### src/rtl/cpu_ctrl_pkg.sv
// -----------------------------------------------------------------------------
// cpu_ctrl_pkg
// Shared definitions for the multi-cycle MIPS control path: opcode values,
// control FSM state encodings and the mux/ALU select codes. The ALU control
// block imports the same package, so the codes stay consistent.
// -----------------------------------------------------------------------------
package cpu_ctrl_pkg;

    // Opcodes (IR[31:26])
    localparam logic [5:0] OP_RTYPE = 6'b000000;
    localparam logic [5:0] OP_LW    = 6'b100011;
    localparam logic [5:0] OP_SW    = 6'b101011;
    localparam logic [5:0] OP_BEQ   = 6'b000100;
    localparam logic [5:0] OP_BNE   = 6'b000101;
    localparam logic [5:0] OP_J     = 6'b000010;
    localparam logic [5:0] OP_ADDI  = 6'b001000;

    // ALUOp codes
    localparam logic [1:0] ALUOP_ADD   = 2'b00;
    localparam logic [1:0] ALUOP_SUB   = 2'b01;
    localparam logic [1:0] ALUOP_FUNCT = 2'b10;

    // ALUSrcB codes
    localparam logic [1:0] SRCB_B      = 2'b00;
    localparam logic [1:0] SRCB_FOUR   = 2'b01;
    localparam logic [1:0] SRCB_IMM    = 2'b10;
    localparam logic [1:0] SRCB_IMM_SH = 2'b11;

    // pcSource codes
    localparam logic [1:0] PCSRC_ALU    = 2'b00;
    localparam logic [1:0] PCSRC_ALUOUT = 2'b01;
    localparam logic [1:0] PCSRC_JUMP   = 2'b10;

    // Control FSM states; encodings 14 and 15 are unused.
    typedef enum logic [3:0] {
        S_RST_IDLE = 4'd0,
        S_FETCH    = 4'd1,
        S_DECODE   = 4'd2,
        S_MEM_ADDR = 4'd3,
        S_MEM_RD   = 4'd4,
        S_MEM_WB   = 4'd5,
        S_MEM_WR   = 4'd6,
        S_EXEC     = 4'd7,
        S_R_WB     = 4'd8,
        S_BRANCH   = 4'd9,
        S_JUMP     = 4'd10,
        S_ADDI_EX  = 4'd11,
        S_ADDI_WB  = 4'd12,
        S_ILLEGAL  = 4'd13
    } state_t;

    // States that wait on mem_ready and are guarded by the watchdog.
    function automatic logic is_mem_state(input state_t st);
        return (st == S_FETCH) || (st == S_MEM_RD) || (st == S_MEM_WR);
    endfunction

endpackage

### src/rtl/cpu_multicycle_control.sv
// -----------------------------------------------------------------------------
// cpu_multicycle_control
// Multi-cycle MIPS control FSM. Sequences each instruction over 3-5 cycles,
// stalls in FETCH/MEM_RD/MEM_WR until mem_ready, traps undefined opcodes and
// aborts a memory access back to FETCH when the watchdog expires.
//
// Ports
//   clk, reset         rising-edge clock, asynchronous active-high reset
//   opcode             IR[31:26], stable outside FETCH
//   mem_ready          memory completes the current access this cycle
//   pcWrite .. ALUSrcA single-bit datapath enables / mux selects
//   ALUSrcB, ALUOp,
//   pcSource           2-bit mux / ALU operation selects (codes in cpu_ctrl_pkg)
//   illegal_op         1-cycle pulse, undefined opcode trapped
//   mem_fault          1-cycle registered pulse, memory watchdog expired
//   state              current FSM state for debug
// -----------------------------------------------------------------------------
module cpu_multicycle_control
    import cpu_ctrl_pkg::*;
#(
    parameter int OPCODE_W    = 6,
    parameter int MEM_TIMEOUT = 16,
    parameter int TMO_W       = 5
) (
    input  logic                clk,
    input  logic                reset,
    input  logic [OPCODE_W-1:0] opcode,
    input  logic                mem_ready,
    output logic                pcWrite,
    output logic                pcWriteCond,
    output logic                branchNe,
    output logic                IorD,
    output logic                memRead,
    output logic                memWrite,
    output logic                irWrite,
    output logic                memToReg,
    output logic                regWrite,
    output logic                regDst,
    output logic                ALUSrcA,
    output logic [1:0]          ALUSrcB,
    output logic [1:0]          ALUOp,
    output logic [1:0]          pcSource,
    output logic                illegal_op,
    output logic                mem_fault,
    output logic [3:0]          state
);

    // With the watchdog off this wraps to all-ones but is never used.
    localparam logic [TMO_W-1:0] TMO_LAST = TMO_W'(MEM_TIMEOUT - 1);

    state_t            r_state;
    state_t            w_next_state;
    logic [TMO_W-1:0]  r_tmo_cnt;
    logic              r_mem_fault;
    logic              w_mem_wait;
    logic              w_timeout;

    assign w_mem_wait = is_mem_state(r_state) && !mem_ready;
    // mem_ready on the expiry cycle is a normal completion, so only a real wait can expire.
    assign w_timeout  = (MEM_TIMEOUT != 0) && w_mem_wait && (r_tmo_cnt == TMO_LAST);

    // Next-state selection.
    always_comb begin
        w_next_state = S_FETCH;
        case (r_state)
            S_RST_IDLE: w_next_state = S_FETCH;
            S_FETCH: begin
                if (mem_ready) w_next_state = S_DECODE;
                else           w_next_state = S_FETCH;
            end
            S_DECODE: begin
                case (opcode)
                    OP_RTYPE:       w_next_state = S_EXEC;
                    OP_LW, OP_SW:   w_next_state = S_MEM_ADDR;
                    OP_BEQ, OP_BNE: w_next_state = S_BRANCH;
                    OP_J:           w_next_state = S_JUMP;
                    OP_ADDI:        w_next_state = S_ADDI_EX;
                    default:        w_next_state = S_ILLEGAL;
                endcase
            end
            S_MEM_ADDR: begin
                if (opcode == OP_LW)      w_next_state = S_MEM_RD;
                else if (opcode == OP_SW) w_next_state = S_MEM_WR;
                else                      w_next_state = S_FETCH;
            end
            S_MEM_RD: begin
                if (mem_ready)      w_next_state = S_MEM_WB;
                else if (w_timeout) w_next_state = S_FETCH;
                else                w_next_state = S_MEM_RD;
            end
            S_MEM_WR: begin
                if (mem_ready || w_timeout) w_next_state = S_FETCH;
                else                        w_next_state = S_MEM_WR;
            end
            S_EXEC:    w_next_state = S_R_WB;
            S_ADDI_EX: w_next_state = S_ADDI_WB;
            S_MEM_WB, S_R_WB, S_BRANCH, S_JUMP, S_ADDI_WB, S_ILLEGAL:
                       w_next_state = S_FETCH;
            default:   w_next_state = S_FETCH;
        endcase
    end

    // State register, watchdog counter and fault pulse.
    always_ff @(posedge clk or posedge reset) begin
        if (reset) begin
            r_state     <= S_RST_IDLE;
            r_tmo_cnt   <= '0;
            r_mem_fault <= 1'b0;
        end else begin
            r_state     <= w_next_state;
            r_mem_fault <= w_timeout;
            // Any state change (or a FETCH->FETCH timeout restart) starts a fresh wait.
            if (w_timeout || (w_next_state != r_state)) begin
                r_tmo_cnt <= '0;
            end else if (w_mem_wait && (MEM_TIMEOUT != 0)) begin
                r_tmo_cnt <= r_tmo_cnt + TMO_W'(1);
            end else begin
                r_tmo_cnt <= r_tmo_cnt;
            end
        end
    end

    // Moore output decode; FETCH write enables follow mem_ready, BRANCH polarity follows opcode.
    always_comb begin
        pcWrite     = 1'b0;
        pcWriteCond = 1'b0;
        branchNe    = 1'b0;
        IorD        = 1'b0;
        memRead     = 1'b0;
        memWrite    = 1'b0;
        irWrite     = 1'b0;
        memToReg    = 1'b0;
        regWrite    = 1'b0;
        regDst      = 1'b0;
        ALUSrcA     = 1'b0;
        ALUSrcB     = SRCB_B;
        ALUOp       = ALUOP_ADD;
        pcSource    = PCSRC_ALU;
        illegal_op  = 1'b0;
        case (r_state)
            S_FETCH: begin
                memRead = 1'b1;
                ALUSrcB = SRCB_FOUR;
                irWrite = mem_ready;
                pcWrite = mem_ready;
            end
            S_DECODE:   ALUSrcB = SRCB_IMM_SH;
            S_MEM_ADDR: begin
                ALUSrcA = 1'b1;
                ALUSrcB = SRCB_IMM;
            end
            S_MEM_RD: begin
                memRead = 1'b1;
                IorD    = 1'b1;
            end
            S_MEM_WB: begin
                memToReg = 1'b1;
                regWrite = 1'b1;
            end
            S_MEM_WR: begin
                memWrite = 1'b1;
                IorD     = 1'b1;
            end
            S_EXEC: begin
                ALUSrcA = 1'b1;
                ALUOp   = ALUOP_FUNCT;
            end
            S_R_WB: begin
                regDst   = 1'b1;
                regWrite = 1'b1;
            end
            S_BRANCH: begin
                ALUSrcA     = 1'b1;
                ALUOp       = ALUOP_SUB;
                pcSource    = PCSRC_ALUOUT;
                pcWriteCond = 1'b1;
                branchNe    = (opcode == OP_BNE);
            end
            S_JUMP: begin
                pcSource = PCSRC_JUMP;
                pcWrite  = 1'b1;
            end
            S_ADDI_EX: begin
                ALUSrcA = 1'b1;
                ALUSrcB = SRCB_IMM;
            end
            S_ADDI_WB:  regWrite   = 1'b1;
            S_ILLEGAL:  illegal_op = 1'b1;
            S_RST_IDLE: illegal_op = 1'b0;
            default:    illegal_op = 1'b0;
        endcase
    end

    assign mem_fault = r_mem_fault;
    assign state     = r_state;

endmodule
### config.mk
export PLATFORM = sky130hd
export DESIGN_NAME = cpu_multicycle_control
export DESIGN_NICKNAME = d
export VERILOG_FILES = /design/src/rtl/cpu_ctrl_pkg.sv /design/src/rtl/cpu_multicycle_control.sv
export SDC_FILE = /design/constraint.sdc
export NUM_CORES = 1
export LEC_CHECK = 0
export BUFFER_PORTS_ARGS = -buffer_cell sky130_fd_sc_hd__buf_2
export CORE_MARGIN = 2
export CORE_UTILIZATION = 49
export CTS_CLUSTER_DIAMETER = 60
export DETAILED_ROUTE_END_ITERATION = 7
export MAX_ROUTING_LAYER = met4
export PLACE_DENSITY = 0.78
export SYNTH_ARGS = -nofsm -noshare
export SYNTH_HDL_FRONTEND = slang
export SYNTH_SLANG_ARGS = --single-unit
### constraint.sdc
create_clock -name clk -period 2.9 [get_ports clk]
set_clock_uncertainty 0.15 [all_clocks]
set_input_delay 0.435 -clock clk [delete_from_list [all_inputs] [get_ports clk]]
set_output_delay 0.435 -clock clk [all_outputs]
set_load 0.02 [all_outputs]
==> run_results.csv, run 1 <==
group,metric,value,unit
outcome,outcome,"complete, no violations",
drt,wirelength,2.28,mm
worst_setup_path,worst_setup_path_end_kind,"flop",
timing,rsz0062_at_grt,"false",
drt,wl_per_cell,12.7,um
drt,ant_nets,0,
finish,syn_to_final_growth,20.2,%
worst_setup_path,critical_path_class,"reg2reg",
drt,drc_errors,0,
synth,synth-compound-area-share,21.7,%
finish,final_core_util,64.4,%
synth,syn_area,956,um^2
synth,synth_top_area_share,26.2,%
grt,grt_use_total,23.2,%
finish,nNetsFinal,167,
synth,syn_inst,126,
floorplan,die-area,2320,um^2
worst_hold_path,hp-class,"reg2reg",
worst_setup_path,crit_top_cell,"ha_1",
timing,worst-slew-pin-transition,0.516,ns
worst_setup_path,slowest_delay,0.46,ns
grt,antenna_found_initial,0,
floorplan,coreArea,1780,um^2
floorplan,die_y,48.2,um
timing,fin_tns_setup,0,ns
cts,htreeDepth,1,
cts,clk_pin_slew,0.06,ns
drt,vias,1029,
drt,drtIter0Drc,30,
place,routabilityCongestion,0.943,
power,pwr-share-clk,9.9,%
place,port_buffers,31,
synth,async_flop_share,100,%
timing,whs,0.435,ns
synth,synth_fp_nets,137,
power,seqPwrFrac,22.5,%
drt,vias_per_cell,5.72,
synth,yosys.area.top_type,"dfrtp_1",
floorplan,rows,15,
synth,synth_top_family_by_area,"simple AND/OR/NAND/NOR gates",
cts,cts_tree,"done",
power,vdd_drop_max,472,uV
power,switching_share,54.0,%
power,combPwrFrac,67.6,%
synth,syn_area_per_cell,7.59,um^2
power,p_leak,0.559,nW
cts,cts.sinks,10,
worst_setup_path,cp.required,2.93,ns
synth,synthMuxAreaShare,2.23,%
synth,yosysSeqAreaShare,26.2,%
timing,setup_violations,0,
synth,netlist_top_cells_area,"dfrtp_1 26%, nor2_1 7.1%, nand2b_1 5.2%",
worst_setup_path,cp_slowest_cell,"or4_4",
cts,cts_root_buf,"clkbuf_4",
finish,mostFrequentLayoutCell,"buf_2",
grt,grt_remaining_overflow,0,
power,netSwitchingPower,0.673,mW
cts,cts_buffers,3,
drt,dr.pass1.iters,4,
synth,synthSimpleGateAreaFrac,36.3,%
timing,hold_viol_final,0,
timing,fin_crit,2.60,ns
worst_setup_path,cp_max_fo,5,
floorplan,die_w,48.2,um
floorplan,initial_core_util,53.6,%
synth,ys_ff_latch,10,
grt,grt_pass1_vias,840,
cts,post-cts-setup-buffers,0,
finish,final_cell_mix,"31 x buf_2, 18 x nor2_1, 10 x dfrtp_1",
floorplan,boundaryPins,32,
power,p_int,0.573,mW
place,post-dp-hpwl,1.82,mm
finish,num_antenna_cells,0,
power,p_per_area,1080,nW/um^2
finish,drive_gt1_share,28.4,%
timing,fmax,0.385,GHz
grt,grt_max_degree,18,
timing,period_share,89.5,%
grt,grt_first_pass_wirelength,3.63,mm
synth,synth-xor-area-share,3.66,%
worst_setup_path,start_kind,"flop",
synth,ys_warn_count,0,
synth,synth.distinct_cells,43,
flow_run,max-cap-violations,0,
cts,clkLatencyLatePin,0.27,ns
synth,synthAdderAreaFrac,2.62,%
timing,max_slew_margin,65.4,%
timing,maxSlewViolCount,0,
worst_setup_path,path_cells,"ha_1 -> and3_1 -> ha_1 -> o32a_1 -> o221ai_1 -> nor2_1 -> or4_4 -> nor3_1",
cts,clockBufferDepth,2,
synth,synth_flop_cell,"dfrtp_1",
worst_setup_path,critical_path_arrival,2.62,ns
synth,synth_edf_count,0,
[area by class of cell]
cell class,count,area [um^2]
inverter,6,22.5
sequential,10,250
timing repair buffer,33,173
clock buffer,4,36.3
tap,25,31.3
fill,157,634
multi-input combinational,102,636
[sequential cells by signal (all words and copies together), names as in the netlist]
name and flops:
mem_fault 1, state 4, r_tmo_cnt 5
[what timing repair did]
action,in CTS,in global routing
hold buffers,1,0
resized for setup,0,0
endpoints found under the hold margin,10,0
[worst max-delay path: cells and delay by family, from the launching register on]
kind | cells | cell delay [ns]
compound gates | 2 | 0.61
fa+ha+maj | 2 | 0.44
flops | 1 | 0.40
simple gates | 4 | 0.91
[Yosys cell counts, drive strengths merged, types with 2 or more instances]
library cell  instances
a211oi                3
a21oi                 8
a311oi                3
and3                  3
buf                   6
clkbuf                2
dfrtp                10
ha                    2
inv                   6
nand2                 8
nand2b                8
nand4                 2
nor2                 19
nor2b                 5
nor3                  9
nor4                  2
o21ai                 4
o221ai                2
o22ai                 3
or2                   3
xnor2                 2
xor2                  2
[through the flow]
stage          total power [mW]  instances  area (um^2)  worst slack, ns
2_1_floorplan             0.928        126          956            0.497
3_3_place_gp               1.10        175         1100            0.428
3_5_place_dp               1.12        175         1100            0.284
4_1_cts                    1.25        180         1150            0.302
5_1_grt                    1.36        180         1150            0.144
6_report                   1.25        180         1150            0.304
[cells by family (layout without fill, tap and decap cells)]
kind of cell / count (synthesis) / in the layout
XOR/XNOR: 4 / 4
multiplexers: 2 / 2
buffers and inverters: 14 / 43
AND/OR/NAND/NOR: 65 / 65
flip-flops: 10 / 10
adder cells (fa/ha/maj): 2 / 2
AO/OA/AOI/OAI: 29 / 29
[per-layer routing]
| layer | part of all wire, % | track usage, % | vias up |
|---|---|---|---|
| met2 | 45 | 32.9 | 52 |
| met5 | 0 | - | - |
| li1 | - | - | 519 |
| met3 | 8.8 | 7.41 | 6 |
| met4 | 1.4 | 7.03 | 0 |
| met1 | 45 | 31.4 | 452 |
[power by group through the flow]
stage	sequential (mW)	combinational, mW	clock, mW
floorplan	0.238	0.690	0
global placement	0.280	0.821	0
detailed placement	0.281	0.837	0
CTS	0.277	0.842	0.127
global route	0.295	0.934	0.136
finish	0.280	0.843	0.123
[worst paths after layout]
check	startpoint	end	slack, ns	cells after the start
max	r_tmo_cnt[0]	r_tmo_cnt[0]	0.30	8
min	r_tmo_cnt[0]	r_tmo_cnt[0]	0.44	2
max reg2reg	r_tmo_cnt[0]	r_tmo_cnt[0]	0.30	8
min reg2reg	r_tmo_cnt[0]	r_tmo_cnt[0]	0.44	2
max in group asynchronous	reset	r_tmo_cnt[4]	1.80	3
min in group asynchronous	reset	r_tmo_cnt[3]	0.53	3
Power figures use the tool's default switching activity.
==> inputs of run 2 (changes only) <==
==> constraint.sdc (replaced) <==
create_clock -name clk -period 2.85 [get_ports clk]
set_clock_uncertainty 0.15 [all_clocks]
set_input_delay 0.4275 -clock clk [delete_from_list [all_inputs] [get_ports clk]]
set_output_delay 0.4275 -clock clk [all_outputs]
set_load 0.02 [all_outputs]
==> run 2 against run 1 <==
  * Combinational power increased by 6.9%
  * Sequential share of layout area decreased by 0.14 points
  * Final area increased by 0.65%
  * Highest routed layer unchanged
==> run_results.csv, run 2 (synthesis gave the netlist of run 1 again) <==
group,metric,value,unit
finish,nNetsFinal,168,
worst_setup_path,critical_path_class,"reg2reg",
finish,seq_area,250,um^2
timing,fin_crit,2.63,ns
outcome,outcome,"complete, no violations",
grt,grt_max_degree,17,
cts,clkLatencyLatePin,0.27,ns
drt,drtIter0Drc,47,
power,vdd_drop_max,520,uV
drt,ant_nets,0,
floorplan,die_y,48.2,um
place,routabilityCongestion,0.948,
worst_setup_path,worst_setup_path_end_kind,"flop",
place,post-dp-hpwl,1.94,mm
worst_setup_path,regToRegStartpoint,"r_tmo_cnt[0]",
worst_setup_path,start_kind,"flop",
cts,htreeDepth,1,
worst_setup_path,crit_start,"r_tmo_cnt[0]",
worst_hold_path,hp-class,"reg2reg",
grt,antenna_found_initial,0,
drt,vias,1095,
grt,grt_first_pass_wirelength,3.99,mm
finish,num_antenna_cells,0,
place,port_buffers,31,
worst_setup_path,reg2reg_to,"r_tmo_cnt[4]",
timing,period_share,92.4,%
timing,worst-slew-pin-transition,0.514,ns
drt,wl_per_cell,14.3,um
worst_setup_path,critical_path_arrival,2.67,ns
cts,cts_root_buf,"clkbuf_4",
cts,cts_resized,0,
grt,grt_remaining_overflow,0,
floorplan,die_w,48.2,um
power,combPwrFrac,68.9,%
flow_run,max-cap-violations,0,
cts,cts_buffers,3,
floorplan,die-area,2320,um^2
timing,hold_viol_final,0,
worst_setup_path,regToRegSetupSlack,0.22,ns
worst_setup_path,crit_end,"r_tmo_cnt[4]",
cts,cts_tree,"done",
floorplan,rows,15,
timing,max_slew_margin,65.6,%
timing,setup_violations,0,
power,netSwitchingPower,0.716,mW
power,seqPwrFrac,20.8,%
worst_setup_path,cp_max_fo,5,
grt,grt_use_total,25.3,%
floorplan,initial_core_util,53.6,%
finish,drive_gt1_share,28.8,%
finish,multi_input_area,636,um^2
worst_setup_path,rr_worst_depth,8,
power,power.total,1.31,mW
power,switching_share,54.7,%
timing,rsz0062_at_grt,"false",
timing,maxSlewViolCount,0,
finish,mostFrequentLayoutCell,"buf_2",
power,pwr-share-clk,10.3,%
timing,fmax,0.380,GHz
drt,drc_errors,0,
finish,final_cell_mix,"31 x buf_2, 18 x nor2_1, 10 x dfrtp_1",
cts,post-cts-setup-buffers,0,
floorplan,boundaryPins,32,
worst_setup_path,cp.required,2.88,ns
grt,grt_pass1_vias,927,
floorplan,coreArea,1780,um^2
timing,fin_tns_setup,0,ns
finish,nFillCells,164,
drt,wirelength,2.59,mm
drt,vias_per_cell,6.05,
cts,cts.sinks,10,
power,p_int,0.592,mW
finish,syn_to_final_growth,20.9,%
power,p_per_area,1130,nW/um^2
power,p_leak,0.564,nW
finish,largest_reg_flops,5,
cts,clockBufferDepth,2,
finish,largest-register,"r_tmo_cnt",
cts,clk_pin_slew,0.08,ns
drt,dr.pass1.iters,5,
[run 2: cell types whose count changed in the layout (fill, tap and decap cells not counted)]
| cell | delta |
|---|---|
| buf_4 | +1 |
[run 2: critical path, stage by stage (launching register included)]
cell	delay (ns)
dfrtp_1	0.42
ha_1	0.22
and3_1	0.18
ha_1	0.22
o32a_1	0.36
o221ai_1	0.24
nor2_1	0.07
or4_4	0.46
nor3_1	0.23
[run 2: per-layer routing]
layer  up-vias  GRT usage, %  part of all wire [%]
met1       506          31.7                    42
met2        66          39.7                    47
met3         6          7.04                   9.7
met5         -             -                     0
li1        517             -                     -
met4         0          7.03                  0.93
[run 2: cell type report]
cell class | instances | area share [%]
inverters | 6 | 1.95
repair buffers | 34 | 15.6
well taps | 25 | 2.71
clock buffers | 4 | 3.14
multi-input cells | 102 | 55.0
flip-flops and latches | 10 | 21.6
[run 2: metrics by stage]
stage	worst slack (ns)	area (um^2)	utilization [%]	std cells	hold WS [ns]
floorplan	0.447	956	-	126	0.118
global placement	0.376	1110	62.2	176	0.254
detailed placement	0.244	1110	62.2	176	0.277
CTS	0.222	1160	64.8	181	0.446
global route	0.110	1160	64.8	181	0.485
finish	0.216	1160	64.8	181	0.450
[run 2: how the worst min path moves through the flow]
stage / startpoint / to / slack (ns) / cells past startpoint
2_1_floorplan: reset / mem_fault / 0.12 / 1
3_3_place_gp: reset / state[0] / 0.25 / 2
3_5_place_dp: reset / mem_fault / 0.28 / 2
4_1_cts: r_tmo_cnt[3] / r_tmo_cnt[3] / 0.45 / 2
5_1_grt: r_tmo_cnt[0] / r_tmo_cnt[0] / 0.49 / 2
6_report: r_tmo_cnt[3] / r_tmo_cnt[3] / 0.45 / 2
[run 2: repair_timing]
action,in CTS,in global routing
hold endpoints to repair,10,0
endpoints found under the setup margin,0,0
hold buffers,1,0
[run 2: power by group through the flow]
stage | clock network (mW) | logic (mW) | registers, mW
after floorplan | 0 | 0.702 | 0.242
after CTS | 0.134 | 0.886 | 0.270
after global routing | 0.145 | 0.986 | 0.284
after global placement | 0 | 0.865 | 0.271
final | 0.134 | 0.901 | 0.272
after detailed placement | 0 | 0.881 | 0.273
==> inputs of run 3 (changes only) <==
--- a/config.mk
+++ b/config.mk
@@ -11,7 +11,7 @@
 export CTS_CLUSTER_DIAMETER = 60
 export DETAILED_ROUTE_END_ITERATION = 7
 export MAX_ROUTING_LAYER = met4
-export PLACE_DENSITY = 0.78
+export PLACE_DENSITY = 0.8
 export SYNTH_ARGS = -nofsm -noshare
 export SYNTH_HDL_FRONTEND = slang
 export SYNTH_SLANG_ARGS = --single-unit
==> run 3 against run 2 <==
  * Maximum frequency rose by 0.49%
  * Sequential power rose by 6%
  * Critical path depth fell by 2
  * Largest power group unchanged
==> run_results.csv, run 3 (synthesis gave the netlist of run 1 again) <==
group,metric,value,unit
timing,fin_tns_setup,0,ns
timing,setup_violations,0,
finish,final_core_util,63.6,%
cts,post-cts-setup-buffers,0,
grt,grt_first_pass_wirelength,3.82,mm
worst_setup_path,reg2reg_to,"r_tmo_cnt[3]",
power,vdd_drop_max,457,uV
floorplan,boundaryPins,32,
worst_setup_path,critical_path_class,"reg2reg",
worst_setup_path,cp_slowest_cell,"dfrtp_1",
drt,vias_per_cell,5.84,
worst_hold_path,holdPathEnd,"mem_fault",
timing,max_slew_margin,58.7,%
drt,wl_per_cell,13.3,um
cts,cts.sinks,10,
place,post-dp-hpwl,1.81,mm
cts,cts_buffers,3,
worst_setup_path,critical_path_arrival,2.64,ns
timing,fmax,0.381,GHz
finish,fin_cells,179,
finish,stdcell_area,1130,um^2
worst_setup_path,start_kind,"flop",
power,p_per_area,1090,nW/um^2
floorplan,rows,15,
place,port_buffers,31,
drt,ant_nets,0,
floorplan,initial_core_util,53.6,%
worst_setup_path,path_cells,"nand2b_1 -> a311oi_2 -> a221oi_2 -> a21oi_1 -> or4_4 -> nor3_1",
finish,seq_area,250,um^2
finish,final_cell_mix,"31 x buf_2, 18 x nor2_1, 10 x dfrtp_1",
worst_setup_path,regToRegStartpoint,"state[0]",
worst_setup_path,cp.required,2.87,ns
finish,nNetsFinal,167,
worst_setup_path,worst_setup_path_end_kind,"flop",
worst_hold_path,hp-class,"in2reg",
cts,clk_pin_slew,0.06,ns
worst_setup_path,rr_worst_depth,6,
drt,drtIter0Drc,26,
timing,hold_viol_final,0,
finish,largest_reg_flops,5,
drt,drc_errors,0,
drt,vias,1045,
floorplan,die_y,48.2,um
grt,antenna_found_initial,0,
timing,rsz0062_at_grt,"false",
grt,grt_remaining_overflow,0,
flow_run,max-cap-violations,0,
finish,largest-register,"r_tmo_cnt",
worst_setup_path,slowest_delay,0.73,ns
finish,drive_gt1_share,27.9,%
timing,fin_crit,2.62,ns
timing,maxSlewViolCount,0,
drt,dr.pass1.iters,4,
place,routabilityCongestion,0.865,
timing,worst-slew-pin-transition,0.620,ns
timing,whs,0.446,ns
place,place_area,1100,um^2
drt,wirelength,2.39,mm
cts,hold_buffers,1,
worst_setup_path,regToRegSetupSlack,0.23,ns
finish,multi_input_area,636,um^2
floorplan,die-area,2320,um^2
cts,cts_root_buf,"clkbuf_4",
finish,nFillCells,149,
timing,period_share,92.0,%
worst_hold_path,hold_start,"mem_ready",
worst_hold_path,holdPathStages,4,
power,p_leak,0.553,nW
grt,grt_max_degree,22,
cts,clkLatencyLatePin,0.26,ns
worst_setup_path,cp_max_fo,21,
cts,cts_resized,0,
finish,num_antenna_cells,0,
cts,clockBufferDepth,2,
finish,mostFrequentLayoutCell,"buf_2",
floorplan,coreArea,1780,um^2
floorplan,die_w,48.2,um
grt,grt_pass1_vias,839,
cts,htreeDepth,1,
place,dpl.cell_count,175,
cts,cts_tree,"done",
finish,syn_to_final_growth,18.7,%
grt,grt_use_total,24.5,%
outcome,outcome,"complete, no violations",
==> run 3: cell types whose count changed in the layout (fill, tap and decap cells not counted), sizes merged <==
cell,delta
buf,-1
clkbuf,-1
==> run 3: worst max-delay path: cells and delay by family (launching register included) <==
kind             cells  cell delay (ns)
AND/OR/NAND/NOR      3             1.16
AO/OA/AOI/OAI        3             0.49
flip-flops           1             0.73
==> run 3: power by group <==
part | switching (mW) | internal [mW]
registers | 0.112 | 0.176
clock network | 0.0424 | 0.0485
logic | 0.528 | 0.330
==> run 3: cell type report <==
| class | instances | area share, % |
|---|---|---|
| repair buffers | 33 | 15.2 |
| well taps | 25 | 2.76 |
| inverters | 6 | 1.98 |
| flip-flops and latches | 10 | 22.1 |
| multi-input cells | 102 | 56.0 |
| clock buffers | 3 | 1.98 |
==> run 3: how the worst max path moves through the flow <==
stage,cells after the start,startpoint,endpoint,slack (ns)
after detailed placement,7,state[0],r_tmo_cnt[3],0.27
after CTS,8,r_tmo_cnt[0],r_tmo_cnt[3],0.26
after global routing,6,state[0],r_tmo_cnt[3],0.07
final,6,state[0],r_tmo_cnt[3],0.23
after floorplan,8,r_tmo_cnt[0],r_tmo_cnt[0],0.45
after global placement,6,state[0],r_tmo_cnt[1],0.32
==> run 3: layer usage <==
layer | global-route usage (%) | up-vias | routed length, um
li1 | - | 511 | -
met1 | 34.8 | 487 | 1100
met2 | 33.4 | 41 | 1090
met3 | 7.04 | 6 | 163
met4 | 7.03 | 0 | 28
met5 | - | - | 0
==> run 3: stage by stage <==
stage | setup WS [ns] | total power, mW
floorplan | 0.447 | 0.944
global placement | 0.323 | 1.13
detailed placement | 0.274 | 1.14
CTS | 0.260 | 1.23
global route | 0.0750 | 1.35
finish | 0.229 | 1.24
